File: config.mk
export PLATFORM = sky130hd
export DESIGN_NAME = hamming_decoder_pipe
export DESIGN_NICKNAME = d
export VERILOG_FILES = /design/src/rtl/hamming_decoder_pipe.sv
export SDC_FILE = /design/constraint.sdc
export NUM_CORES = 1
export LEC_CHECK = 0
export CAP_MARGIN = 20
export CORE_MARGIN = 2
export CORE_UTILIZATION = 40
export CTS_BUF_LIST = sky130_fd_sc_hd__clkbuf_8 sky130_fd_sc_hd__clkbuf_16
export DETAILED_ROUTE_END_ITERATION = 10
export MAX_ROUTING_LAYER = met4
export PLACE_DENSITY = 0.67
export SETUP_SLACK_MARGIN = 0.5
export SKIP_LAST_GASP = 1
export SYNTH_ARGS = -nofsm -noshare
export SYNTH_HDL_FRONTEND = slang
export SYNTH_SLANG_ARGS = --single-unit
File: constraint.sdc
create_clock -name clk -period 4.7 [get_ports clk]
set_clock_uncertainty 0.15 [all_clocks]
set_input_delay 0.705 -clock clk [delete_from_list [all_inputs] [get_ports clk]]
set_output_delay 0.705 -clock clk [all_outputs]
set_load 0.01 [all_outputs]
File: src/rtl/hamming_decoder_pipe.sv
// Two-stage (7,4) Hamming decoder: stage 1 captures the received word, stage 2
// computes the syndrome, corrects a single flipped bit and presents the data.
module hamming_decoder_pipe #(
    parameter int CNT_W = 8
) (
    input  logic             clk,
    input  logic             rst_n,
    input  logic             in_valid,
    output logic             in_ready,
    input  logic [7:1]       ham_in,
    output logic             out_valid,
    input  logic             out_ready,
    output logic [3:0]       data_out,
    output logic             err_detected,
    output logic [2:0]       err_pos,
    input  logic             cnt_clr,
    output logic [CNT_W-1:0] corr_count
);

    localparam logic [CNT_W-1:0] CNT_MAX = '1;

    logic       s1_valid;
    logic [7:1] s1_word;
    logic       stage1_adv;
    logic       stage2_adv;
    logic [2:0] syndrome;
    logic [3:0] data_raw;
    logic [3:0] flip_mask;
    logic [3:0] data_fix;

    // Positions whose index has bit `bit_idx` set are covered by that parity check.
    function automatic logic [7:1] cover_mask(input int bit_idx);
        logic [7:1] m;
        m = '0;
        for (int p = 1; p <= 7; p++) begin
            m[p] = ((p >> bit_idx) & 1) != 0;
        end
        return m;
    endfunction

    assign stage2_adv = !out_valid || out_ready;
    assign stage1_adv = !s1_valid || stage2_adv;
    assign in_ready   = stage1_adv;

    genvar gi;
    generate
        for (gi = 0; gi < 3; gi++) begin : g_syndrome
            assign syndrome[gi] = ^(s1_word & cover_mask(gi));
        end
    endgenerate

    // Only data positions need correcting; a parity-position hit leaves data alone.
    assign data_raw  = {s1_word[7], s1_word[6], s1_word[5], s1_word[3]};
    assign flip_mask = {syndrome == 3'd7, syndrome == 3'd6,
                        syndrome == 3'd5, syndrome == 3'd3};
    assign data_fix  = data_raw ^ flip_mask;

    always_ff @(posedge clk or negedge rst_n) begin
        if (!rst_n) begin
            s1_valid <= 1'b0;
            s1_word  <= '0;
        end else if (stage1_adv) begin
            s1_valid <= in_valid;
            if (in_valid) begin
                s1_word <= ham_in;
            end
        end
    end

    always_ff @(posedge clk or negedge rst_n) begin
        if (!rst_n) begin
            out_valid    <= 1'b0;
            data_out     <= '0;
            err_pos      <= '0;
            err_detected <= 1'b0;
        end else if (stage2_adv) begin
            out_valid <= s1_valid;
            if (s1_valid) begin
                data_out     <= data_fix;
                err_pos      <= syndrome;
                err_detected <= |syndrome;
            end
        end
    end

    // Counts corrected words as they leave; clear wins over a same-cycle increment.
    always_ff @(posedge clk or negedge rst_n) begin
        if (!rst_n) begin
            corr_count <= '0;
        end else if (cnt_clr) begin
            corr_count <= '0;
        end else if (out_valid && out_ready && err_detected && corr_count != CNT_MAX) begin
            corr_count <= corr_count + 1'b1;
        end
    end

endmodule

==> impl_metrics.env <==
export IMPL_mappedNetlistArea_um2=1206
export IMPL_power_density_nw_per_um2=422.0
export IMPL_synthCells=110
export IMPL_antenna_found_initial=0
export IMPL_fmax_ghz=0.3595
export IMPL_syn_nets=123
export IMPL_reg2reg_depth=4
export IMPL_cts_buffers=3
export IMPL_tightestPinTransition_ps=529.2
export IMPL_min_to="err_pos[2]"
export IMPL_slowest_delay_ps=550
export IMPL_r2r_start="s1_word[7]"
export IMPL_layout_nets=155
export IMPL_worstPathArrival_ps=1930
export IMPL_period_minus_slack_ps=2781
export IMPL_swShare=0.3255
export IMPL_firstDrtPassIters=7
export IMPL_final_common_cell="clkdlybuf4s50_1"
export IMPL_rows=19
export IMPL_synth_largest_area_cell="dfrtp_1"
export IMPL_cts_hold_buffers=0
export IMPL_status="finished with violations"
export IMPL_setup_viol=0
export IMPL_die_w_um=58.91
export IMPL_htreeDepth=1
export IMPL_cap_viol_max_count=0
export IMPL_final_hold_violation_count=0
export IMPL_whs_ps=362.8
export IMPL_grt_pass1_vias=887
export IMPL_crit_type="in2out"
export IMPL_path_max_fanout=4
export IMPL_hold_depth=1
export IMPL_yosys_warnings=0
export IMPL_drt_iter0_drc=29
export IMPL_ys_seq_elements=25
export IMPL_p_leak_uw=0.0006310
export IMPL_cts_resized=0
export IMPL_die_height_um=58.91
export IMPL_violations="design-rule violations"
export IMPL_antenna_left=0
export IMPL_crit_path_top_delay_cell="clkdlybuf4s50_1"
export IMPL_min_delay_path_class="reg2reg"
export IMPL_grt_pass1_wl_um=3933
export IMPL_core_area_um2=2805
export IMPL_synth_distinct_cells=28
export IMPL_start_kind="primary input"
export IMPL_p_int_uw=448.7
export IMPL_p_clk_frac=0.182
export IMPL_combPwrFrac=0.374
export IMPL_ir_drop_mv=0.2397
export IMPL_rrSetupSlack_ps=2790
export IMPL_dp_hpwl_um=1781
export IMPL_wirelength_um=2254
export IMPL_finalWeightedCongestion=0.7770
export IMPL_cp_required_ps=3850
export IMPL_synth_area_leaders="dfrtp_1, mux2_2, xnor2_1, xor2_1, nor2_1"
export IMPL_crit_chain="clkdlybuf4s50_1 -> nand3b_1 -> clkdlybuf4s50_1"
export IMPL_grt_use_total=0.1510
export IMPL_rsz0062_at_grt="no"
export IMPL_cp_end_kind="primary output"
export IMPL_post_route_period_util=0.5918
export IMPL_drv_slew=0
export IMPL_pin_count=30
export IMPL_ys_seq_area_frac=0.5187
export IMPL_wire_per_inst_um=13.10
export IMPL_p_sw_uw=216.6
export IMPL_syn_area_per_cell_um2=10.97
export IMPL_dieArea_um2=3470
export IMPL_grt_ovfl_total=0
export IMPL_post_place_ws_ps=1923
export IMPL_p_total_uw=665.3
export IMPL_port_buffers=29
export IMPL_regToRegEndpoint="data_out[0]"
export IMPL_clock_sinks=25
export IMPL_fin_ws_ps=1919
export IMPL_grt_max_degree=16
export IMPL_crit_top_cell="clkdlybuf4s50_1"
export IMPL_utilization=0.5620
export IMPL_clkSlewWorstSetupHoldPaths_ps=80
export IMPL_tns_ps=0
export IMPL_synth_top_cell_area_share=0.5187
export IMPL_drive_above_1_share=0.07801
export IMPL_vias=908
export IMPL_mostFrequentLayoutCells="clkdlybuf4s50_1, dfrtp_1, nor2_1, xnor2_1, nand2_1"
export IMPL_p_seq_frac=0.444
export IMPL_min_delay_start="err_pos[2]"
export IMPL_diodes=0
export IMPL_via_per_inst=5.279
export IMPL_slew_headroom=0.6461
export IMPL_fill_cells=263
export IMPL_drc=3
export IMPL_cts_root_buf="clkbuf_8"
export IMPL_post_cts_buffers=0
export IMPL_insertion_delay_ps=260
export IMPL_area_growth_syn_to_layout_pct=30.71
export IMPL_clockBufferDepth=2
export IMPL_start_util=0.4300
export IMPL_cts_tree="done"
## power by group through the flow
stage | registers, uW | logic [uW] | clock network [uW]
6_report | 296 | 249 | 121
5_1_grt | 303 | 276 | 133
3_3_place_gp | 298 | 245 | 0
2_1_floorplan | 306 | 132 | 0
4_1_cts | 297 | 252 | 126
3_5_place_dp | 300 | 251 | 0
## registers in the layout, indices dropped and copies added, names as in the netlist
register,flops
corr_count,8
data_out,4
err_detected,1
err_pos,3
out_valid,1
s1_valid,1
s1_word,7
## synth_stat cells
cell type	number
nand4_1	2
mux2i_1	2
nand3b_1	1
o31ai_1	4
xor2_1	6
o21ai_0	5
mux2_2	7
nor2_1	10
a31oi_1	5
clkbuf_1	1
xnor2_1	9
buf_1	1
nand2b_1	3
o32a_1	1
o21bai_1	1
and3_1	2
o211ai_1	2
dfrtp_1	25
nand3_1	2
nand2_1	8
or4_1	4
and2_1	1
o21a_1	1
or3_1	2
nor3_1	1
buf_6	1
ha_1	1
a21oi_1	2
## how the worst max path moves through the flow
| stage | start | end |
|---|---|---|
| after CTS | out_ready | in_ready |
| after detailed placement | out_ready | in_ready |
| after floorplan | out_ready | s1_word[1] |
| after global routing | out_ready | in_ready |
| after global placement | out_ready | in_ready |
| final | out_ready | in_ready |
## cell type report
cell class / instances / area [um2] / share of cell area
repair buffers: 30 / 305.3 / 0.1937
clock inverters: 1 / 3.754 / 0.002381
multi-input cells: 82 / 561.8 / 0.3563
well taps: 31 / 38.79 / 0.02460
clock buffers: 3 / 41.29 / 0.02619
flip-flops and latches: 25 / 625.6 / 0.3968
## critical path, delay by kind of cell
| family | cells | cell delay [ps] |
|---|---|---|
| buffers and inverters | 2 | 1050 |
| and+or+nand+nor | 1 | 170 |
## stage by stage
stage | cells | instance area [um2]
finish | 172 | 1577
global route | 172 | 1577
CTS | 172 | 1577
detailed placement | 168 | 1531
global placement | 167 | 1516
floorplan | 110 | 1206
## kinds of logic (layout without fill, tap and decap cells)
logic type,count (synthesis),after routing,synth area share
AO/OA/AOI/OAI,21,21,0.1131
XOR/XNOR,15,15,0.1089
adder cells (fa/ha/maj),1,1,0.01037
buffers and inverters,3,34,0.01555
flip-flops,25,25,0.5187
multiplexers,9,9,0.08195
AND/OR/NAND/NOR,36,36,0.1515
## metal layers
metal | up-vias | part of all wire | GRT usage
met5 | - | 0 | -
met4 | 0 | 0.0058 | 0.04221
met3 | 2 | 0.045 | 0.02637
met2 | 20 | 0.50 | 0.2492
met1 | 429 | 0.45 | 0.1907
li1 | 457 | - | -
(Power assumes the default switching activity.)
